===== config.mk =====
export PLATFORM = sky130hd
export DESIGN_NAME = booth_mult_arbiter
export DESIGN_NICKNAME = d
export VERILOG_FILES = /design/src/rtl/booth_mult_arbiter_pkg.sv /design/src/rtl/booth_mult_arbiter_rr_pick.sv /design/src/rtl/mbooth4bit.sv /design/src/rtl/booth_mult_arbiter.sv
export SDC_FILE = /design/constraint.sdc
export NUM_CORES = 1
export LEC_CHECK = 0
export ABC_CLOCK_PERIOD_IN_PS = 6700
export CAP_MARGIN = 15
export CELL_PAD_IN_SITES_DETAIL_PLACEMENT = 1
export CELL_PAD_IN_SITES_GLOBAL_PLACEMENT = 1
export CORE_MARGIN = 2
export CORE_UTILIZATION = 39
export DETAILED_ROUTE_END_ITERATION = 12
export GPL_ROUTABILITY_DRIVEN = 0
export PLACE_DENSITY = 0.87
export SYNTH_ARGS = -nofsm -noshare
export SYNTH_HDL_FRONTEND = slang
export SYNTH_SLANG_ARGS = --single-unit

===== constraint.sdc =====
create_clock -name clk -period 6.7 [get_ports clk]
set_clock_uncertainty 0.05 [all_clocks]
set_input_delay 1.34 -clock clk [delete_from_list [all_inputs] [get_ports clk]]
set_output_delay 1.34 -clock clk [all_outputs]
set_load 0.05 [all_outputs]

===== src/rtl/booth_mult_arbiter_pkg.sv =====
// Shared definitions for the Booth multiplier arbiter: controller states
// and the operand/product widths of the shared 4x4 signed multiplier.
package booth_mult_arbiter_pkg;

   localparam int OP_W   = 4;
   localparam int PROD_W = 8;

   typedef enum logic [1:0] {
      IDLE = 2'd0,
      MUL  = 2'd1,
      HOLD = 2'd2
   } state_t;

endpackage


===== src/rtl/booth_mult_arbiter_rr_pick.sv =====
// Round-robin selector: starting just after the last granted requester and
// wrapping modulo NREQ, picks the first requester whose valid bit is set.
module rr_pick #(
   parameter int NREQ = 2,
   parameter int IDW  = 2
) (
   input  logic [NREQ-1:0] valid,
   input  logic [IDW-1:0]  last_grant,
   output logic [IDW-1:0]  grant,
   output logic            any_valid
);

   // Scan priority offsets 1..NREQ; the first valid requester found wins.
   always_comb begin
      grant     = '0;
      any_valid = 1'b0;
      for (int k = 1; k <= NREQ; k++) begin
         for (int i = 0; i < NREQ; i++) begin
            if (!any_valid && valid[i] &&
                (((int'(last_grant) + k) % NREQ) == i)) begin
               grant     = IDW'(i);
               any_valid = 1'b1;
            end
         end
      end
   end

endmodule


===== src/rtl/mbooth4bit.sv =====
// Combinational 4-bit signed radix-4 (modified) Booth multiplier.
// Two Booth digits in -2..+2 are recoded from the multiplier; each selects
// a sign-extended partial product of the multiplicand, and the second one
// is weighted by four before the final add. The 8-bit result cannot
// overflow because the product range is -56..64.
module mbooth4bit (
   input  logic [3:0] a,
   input  logic [3:0] b,
   output logic [7:0] p
);

   logic signed [7:0] a_ext;
   logic        [4:0] b_ext;
   logic signed [7:0] pp0;
   logic signed [7:0] pp1;

   // Map one overlapping bit triplet of the multiplier to its Booth digit
   // and return digit * m.
   function automatic logic signed [7:0] booth_pp(input logic [2:0] trip,
                                                  input logic signed [7:0] m);
      logic signed [7:0] r;
      case (trip)
         3'b001, 3'b010: r = m;
         3'b011:         r = m <<< 1;
         3'b100:         r = -(m <<< 1);
         3'b101, 3'b110: r = -m;
         default:        r = '0;
      endcase
      return r;
   endfunction

   assign a_ext = {{4{a[3]}}, a};
   assign b_ext = {b, 1'b0};

   assign pp0 = booth_pp(b_ext[2:0], a_ext);
   assign pp1 = booth_pp(b_ext[4:2], a_ext);

   assign p = pp0 + (pp1 <<< 2);

endmodule


===== src/rtl/booth_mult_arbiter.sv =====
// Shares one combinational 4x4 signed Booth multiplier among NREQ
// requesters. A round-robin controller accepts one operand pair at a time,
// registers it into the multiplier, captures the product and returns it on
// a single response channel tagged with the requester id. One result per
// three cycles when the consumer is always ready.
module booth_mult_arbiter
   import booth_mult_arbiter_pkg::*;
#(
   parameter int NREQ = 2,
   parameter int IDW  = 2,
   parameter int CNTW = 16
) (
   input  logic                   clk,
   input  logic                   rst,
   input  logic [NREQ-1:0]        req_valid,
   output logic [NREQ-1:0]        req_ready,
   input  logic [OP_W*NREQ-1:0]   req_a,
   input  logic [OP_W*NREQ-1:0]   req_b,
   output logic                   rsp_valid,
   input  logic                   rsp_ready,
   output logic [IDW-1:0]         rsp_id,
   output logic [PROD_W-1:0]      rsp_p,
   output logic                   busy,
   output logic [CNTW-1:0]        op_count
);

   state_t            state;
   logic [OP_W-1:0]   op_a;
   logic [OP_W-1:0]   op_b;
   logic [IDW-1:0]    cur_id;
   logic [IDW-1:0]    last_grant;
   logic [IDW-1:0]    grant;
   logic              any_valid;
   logic [OP_W-1:0]   sel_a;
   logic [OP_W-1:0]   sel_b;
   logic [PROD_W-1:0] prod;

   rr_pick #(
      .NREQ (NREQ),
      .IDW  (IDW)
   ) u_pick (
      .valid      (req_valid),
      .last_grant (last_grant),
      .grant      (grant),
      .any_valid  (any_valid)
   );

   mbooth4bit u_mult (
      .a (op_a),
      .b (op_b),
      .p (prod)
   );

   assign busy = (state != IDLE);

   // Only the granted requester sees ready, and only while the controller
   // is idle; the grant is recomputed every idle cycle.
   always_comb begin
      req_ready = '0;
      for (int i = 0; i < NREQ; i++) begin
         req_ready[i] = (state == IDLE) && any_valid && (grant == IDW'(i));
      end
   end

   // Route the granted requester's operand slices toward the operand registers.
   always_comb begin
      sel_a = '0;
      sel_b = '0;
      for (int i = 0; i < NREQ; i++) begin
         if (grant == IDW'(i)) begin
            sel_a = req_a[OP_W*i +: OP_W];
            sel_b = req_b[OP_W*i +: OP_W];
         end
      end
   end

   // Controller: accept in IDLE, capture the product in MUL, hold the
   // response until the consumer takes it; reset drops any operation in flight.
   always_ff @(posedge clk) begin
      if (rst) begin
         state      <= IDLE;
         op_a       <= '0;
         op_b       <= '0;
         cur_id     <= '0;
         last_grant <= IDW'(NREQ - 1);
         rsp_valid  <= 1'b0;
         rsp_id     <= '0;
         rsp_p      <= '0;
         op_count   <= '0;
      end else begin
         case (state)
            IDLE: begin
               if (any_valid) begin
                  op_a       <= sel_a;
                  op_b       <= sel_b;
                  cur_id     <= grant;
                  last_grant <= grant;
                  state      <= MUL;
               end
            end
            MUL: begin
               rsp_p     <= prod;
               rsp_id    <= cur_id;
               rsp_valid <= 1'b1;
               state     <= HOLD;
            end
            HOLD: begin
               if (rsp_ready) begin
                  rsp_valid <= 1'b0;
                  op_count  <= op_count + CNTW'(1);
                  state     <= IDLE;
               end
            end
            default: begin
               state <= IDLE;
            end
         endcase
      end
   end

endmodule


==> results of run 1 <==
-- routing by layer --
metal	wire length, µm	part of all wire [%]
met5	0	0
met4	31	0.53
met3	179	3.1
met2	2710	47
met1	2870	50
-- metrics by stage --
step	setup WS (ps)	instances
2_1_floorplan	3000	268
3_3_place_gp	2040	372
3_5_place_dp	1960	372
4_1_cts	1970	380
5_1_grt	1850	380
6_report	1930	380
-- worst max-delay path, cell delays in order --
cell             delay [ps]
clkdlybuf4s50_1         510
o21ai_0                  90
nor2_1                  510
clkdlybuf4s50_1         930
-- cells in the mapped netlist (all sizes together), types with 2 or more instances --
library cell	count
a211o	3
a211oi	2
a21o	3
a21oi	11
a222oi	8
and2	2
and3	6
and4	6
buf	11
clkbuf	7
dfxtp	38
ha	8
inv	12
mux2i	6
nand2	20
nand2b	4
nand3	8
nand3b	3
nor2	41
nor2b	5
nor3	5
o211a	2
o211ai	5
o21a	2
o21ai	15
or2	2
xnor2	6
xor2	11
-- state kept, by name, summed over array words and instances (netlist names) --
name / flops
op_b: 4
op_count: 16
rsp_valid: 1
state: 2
cur_id: 1
op_a: 4
last_grant: 1
rsp_id: 1
rsp_p: 8
-- cell families (layout without fill, tap and decap cells) --
| logic type | Yosys count | after routing |
|---|---|---|
| XOR/XNOR | 17 | 17 |
| flip-flops | 38 | 38 |
| adder cells (fa/ha/maj) | 9 | 9 |
| AO/OA/AOI/OAI | 56 | 56 |
| AND/OR/NAND/NOR | 109 | 109 |
| buffers and inverters | 30 | 70 |
| other | 1 | 1 |
| multiplexers | 8 | 8 |
-- cell type report --
| type | instances | area (µm²) | area share, % |
|---|---|---|---|
| Inverter | 12 | 45.0 | 1.61 |
| Tap cell | 72 | 90.1 | 3.22 |
| Clock buffer | 7 | 86.3 | 3.08 |
| Timing Repair Buffer | 50 | 498 | 17.8 |
| Sequential cell | 38 | 761 | 27.2 |
| Clock inverter | 1 | 5.00 | 0.179 |
| Multi-Input combinational cell | 200 | 1310 | 46.9 |
-- path summary, 6_finish.rpt --
| path | start | slack [ps] | endpoint |
|---|---|---|---|
| max reg2reg | op_a[2]$_SDFFE_PP0P_ | 3440 | rsp_p[7]$_SDFFE_PP0P_ |
| max | req_valid[0] | 1930 | req_ready[0] |
| min reg2reg | rsp_p[0]$_SDFFE_PP0P_ | 400 | rsp_p[0]$_SDFFE_PP0P_ |
| min | rsp_p[0]$_SDFFE_PP0P_ | 400 | rsp_p[0]$_SDFFE_PP0P_ |
-- power by group --
group	total (µW)	leakage (µW)	internal, µW	switching [µW]
Clock	160	0.0000482	83.0	77.2
Combinational	150	0.000735	63.4	86.9
Sequential	258	0.000309	237	20.8
==> results.md, run 1 <==
- Ys flop type: dfxtp_1
- Yosys reg bits: 38
- CTS tree: built
- Netlist Area Pre-Place: 0.00221 mm²
- Die width: 79.4 µm
- Number of DRC markers in iteration 0: 89
- RSZ-0062 raised after global routing: false
- H-tree depth: 2
- DP Area: 0.00271 mm²
- Startpoint Class: input port
- Area Growth Syn to Fin: 26.4%
- Core Region: 0.00551 mm²
- Max cap viols: 0
- Setup TNS Final: 0 ps
- Fin nets: 337
- Area fraction in compound gates after synthesis: 17.5%
- Total power: 569 µW
- Post-route clock period utilization: 71.2%
- Row count: 27
- Status: finished clean
- Share of async-settable or async-resettable flops after synthesis: 0%
- Fmax: 210 MHz
- Fillers: 685
- Worst Hold Depth: 2
- Yosys Warn Count: 0
- Gr ovfl total: 0
- Syn Nets: 298
- Post-CTS Setup Inserts: 0
- Setup violators final: 0
- N_diodes: 0
- Hold_ws: 401 ps
- M3 GR Usage: 3.75%
- Syn_area_per_cell: 8.26 µm²
- Tmin final: 4770 ps
- Worst EP arrival: 3380 ps
- Met2 usage: 31.8%
- Worst EP required: 5310 ps
- Post-layout util: 50.8%
- Worst-Skew Late Latency: 280 ps
- Met1 global-route usage: 26.7%
- Post-route ant nets: 0
- Crit path capture type: output port
- First-pass GRT wire length: 9.86 mm
- R2r worst-path depth: 13
- Die area: 0.00630 mm²
- Syn Inst Count: 268
- DR pass1 iterations: 5
- Bufs on Longest Clock Path: 2
- DP HPWL: 4.29 mm
- Vias after detailed routing: 2080
- Sequential-to-total area share from yosys stat: 34.4%
- Gr busiest metal: met2
- Area leader, netlist: dfxtp_1
- Hold Path Class: reg2reg
- Clock sink count: 38
- Layout cell share with drive strength beyond 1: 4.87%
- Worst vdd ir: 0.117 mV
- Die height: 79.4 µm
- I/O pins: 51
- Slew Limit Fails: 0
- Most frequent cells in the layout: clkdlybuf4s50_1, nor2_1, dfxtp_1
- Synth Area in XOR/XNOR: 6.72%
- Main combinational cell family by area after synthesis: simple AND/OR/NAND/NOR gates
- Mux cell area share after synthesis: 4.24%
- TritonCTS buffer count: 5
- Worst-Margin Slew: 860 ps
- Routed WL per cell: 15.3 µm
- Top cells by area, synth: dfxtp_1, nor2_1, ha_1, xor2_1, a222oi_1
- Total track usage: 19.5%
- Worst-path clk slew: 70 ps
- Vias per cell: 5.47
- Commonest non-fill, non-tap cell in the layout: clkdlybuf4s50_1
- Cell area after layout: 0.00280 mm²
- Initial antenna violation count: 0
- Largest net degree at the start of global routing: 39
- Clock Tree Root: clkbuf_8
- Hold_buf cts: 0
- Post-synth EDFFs: 0
- CP max FO: 9
- Cell Pwr Density: 203 mW/mm²
- Post-CTS Resized: 0
- Slew HR: 42.3%
- Leak: 0.00109 µW
- Starting Density: 40.2%
- I/O Buffers: 49
- Routed WL: 5.80 mm
- Yosys cell types: 50
- Drc violations: 0
- Critical path type: in2out
- Adder-Cell Fraction of Synth Area: 5.42%
- Final Hold Fails: 0
- Synth top area share: 34.4%
- Post-Synth Simple-Gate Area: 25.3%
- Vias in the first global route: 2086
Power figures use the tool's default switching activity.
==> run 2: changes to the inputs <==
--- a/config.mk
+++ b/config.mk
@@ -5,15 +5,15 @@
 export SDC_FILE = /design/constraint.sdc
 export NUM_CORES = 1
 export LEC_CHECK = 0
-export ABC_CLOCK_PERIOD_IN_PS = 6700
+export ABC_CLOCK_PERIOD_IN_PS = 3950
 export CAP_MARGIN = 15
 export CELL_PAD_IN_SITES_DETAIL_PLACEMENT = 1
 export CELL_PAD_IN_SITES_GLOBAL_PLACEMENT = 1
 export CORE_MARGIN = 2
-export CORE_UTILIZATION = 39
+export CORE_UTILIZATION = 33
 export DETAILED_ROUTE_END_ITERATION = 12
 export GPL_ROUTABILITY_DRIVEN = 0
-export PLACE_DENSITY = 0.87
+export PLACE_DENSITY = 0.79
 export SYNTH_ARGS = -nofsm -noshare
 export SYNTH_HDL_FRONTEND = slang
 export SYNTH_SLANG_ARGS = --single-unit
==> constraint.sdc (replaced) <==
create_clock -name clk -period 3.95 [get_ports clk]
set_clock_uncertainty 0.05 [all_clocks]
set_input_delay 0.79 -clock clk [delete_from_list [all_inputs] [get_ports clk]]
set_output_delay 0.79 -clock clk [all_outputs]
set_load 0.05 [all_outputs]
==> results.md, run 2 (synthesis results as in run 1) <==
- I/O pins: 51 (unchanged)
- Hold Path Class: reg2reg
- Top reg by flops: op_count
- Max FFs per register: 16 (unchanged)
- Worst-Skew Late Latency: 290 ps (about the same)
- Worst EP required: 3110 ps (-2200 ps)
- First-pass GRT wire length: 10.0 mm (+1.9%)
- Clock sink count: 38 (unchanged)
- Worst EP arrival: 2770 ps (-610 ps)
- Most frequent cells in the layout: clkdlybuf4s50_1, nor2_1, dfxtp_1
- Initial antenna violation count: 0 (unchanged)
- Worst-path clk slew: 80 ps (about the same)
- RSZ-0062 raised after global routing: false
- Hold_ws: 407 ps (+6.13 ps)
- Total power: 1100 µW (+93%)
- Layout cell share with drive strength beyond 1: 5.50% (+0.63 points)
- Startpoint Class: input port
- Die height: 85.9 µm (+8.3%)
- Row count: 29 (+7.4%)
- Die area: 0.00738 mm² (+17%)
- Die width: 85.9 µm (+8.3%)
- Worst Hold Depth: 2 (unchanged)
- Post-route ant nets: 0 (unchanged)
- Worst reg2reg path startpoint: op_a[2]$_SDFFE_PP0P_
- Setup violators final: 0 (unchanged)
- Slew HR: 38.9% (-3.4 points)
- Setup TNS Final: 0 ps (unchanged)
- Hold path start: rsp_id[0]$_SDFFE_PP0P_
- Critical path type: in2out
- Setup crit start: req_valid[1]
- Leak: 0.00112 µW (+2.3%)
- N_diodes: 0 (unchanged)
- Cell Pwr Density: 384 mW/mm² (+89%)
- Area Growth Syn to Fin: 29.1%
- Vias in the first global route: 2070 (-0.77%)
- Clock Tree Root: clkbuf_8
- Fin nets: 338 (+0.30%)
- Worst-Margin Slew: 914 ps (+54.4 ps)
- Starting Density: 34.5% (-5.7 points)
- Number of DRC markers in iteration 0: 140 (+57%)
- TritonCTS buffer count: 5 (unchanged)
- Worst vdd ir: 0.202 mV (+72%)
- Max cap viols: 0 (unchanged)
- Largest net degree at the start of global routing: 26 (-33%)
- Fmax: 277 MHz
- Final Hold Fails: 0 (unchanged)
- DP HPWL: 4.36 mm (+1.7%)
- Crit path capture type: output port
- Core Region: 0.00642 mm² (+17%)
- Post-CTS Setup Inserts: 0 (unchanged)
- CTS tree: built
- Drc violations: 0 (unchanged)
- Hold_buf cts: 0 (unchanged)
- Slew Limit Fails: 0 (unchanged)
- H-tree depth: 2 (unchanged)
- Vias per cell: 5.32 (-2.7%)
- Routed WL per cell: 15.3 µm (+0.37%)
- Routed WL: 5.91 mm (+1.9%)
- Gr ovfl total: 0 (unchanged)
- CP max FO: 9 (unchanged)
- I/O Buffers: 49 (unchanged)
- Bufs on Longest Clock Path: 2 (unchanged)
- Largest registers: op_count x16, rsp_p x8
- DR pass1 iterations: 7 (+2)
- Post-route clock period utilization: 91.4%
- R2r worst-path depth: 13 (unchanged)
- Commonest non-fill, non-tap cell in the layout: clkdlybuf4s50_1
- Status: finished clean
- Tmin final: 3610 ps
- Total track usage: 16.9% (-2.6 points)
- Post-layout util: 44.5% (-6.3 points)
- Vias after detailed routing: 2055 (-1.2%)
- Post-CTS Resized: 0 (unchanged)
-- run 2: cell count changes in the layout (fill, tap and decap cells not counted) --
cell	change
buf_4	+1
bufinv_16	+2
o21ai_1	-1
clkinv_4	+1
o21ai_0	+1
clkinv_2	-1
clkbuf_1	-1
clkbuf_8	-1
-- run 2: report_power, final --
group / internal (µW) / switching (µW) / leakage, µW
sequential: 402 / 36.2 / 0.000309
combinational: 109 / 147 / 0.000739
clock: 253 / 149 / 0.0000683
total: 764 / 333 / 0.00112
-- run 2: metrics by stage --
step	worst slack (ps)	instance area, µm²	std cells
3_3_place_gp	376	2720	378
6_report	340	2860	386
2_1_floorplan	1100	2210	268
3_5_place_dp	377	2720	378
4_1_cts	362	2860	386
5_1_grt	220	2860	386
-- run 2: path summary, 6_finish.rpt --
kind,to,slack (ps)
worst max-delay path,req_ready[0],340
worst min-delay path,rsp_id[0]$_SDFFE_PP0P_,410
worst max register to register,rsp_p[7]$_SDFFE_PP0P_,670
worst min register to register,rsp_id[0]$_SDFFE_PP0P_,410
-- run 2: area by class of cell --
cell class | instances | area (µm²)
Clock inverter | 3 | 68.8
Tap cell | 77 | 96.3
Timing Repair Buffer | 51 | 505
Multi-Input combinational cell | 200 | 1310
Inverter | 12 | 45.0
Sequential cell | 38 | 761
Fill cell | 767 | 3560
Clock buffer | 5 | 68.8
-- run 2: per-layer routing --
| metal | up-vias | wire [µm] | track usage [%] |
|---|---|---|---|
| li1 | 1022 | - | - |
| met1 | 976 | 2830 | 23.3 |
| met2 | 55 | 2740 | 26.8 |
| met3 | 2 | 286 | 3.27 |
| met4 | 0 | 44 | 4.76 |
| met5 | - | 0 | 0 |
-- run 2: worst max-delay path, stage by stage --
cell and delay [ps]:
clkdlybuf4s50_1 450, inv_1 70, o21ai_0 70, nor2_1 470, clkdlybuf4s50_1 920
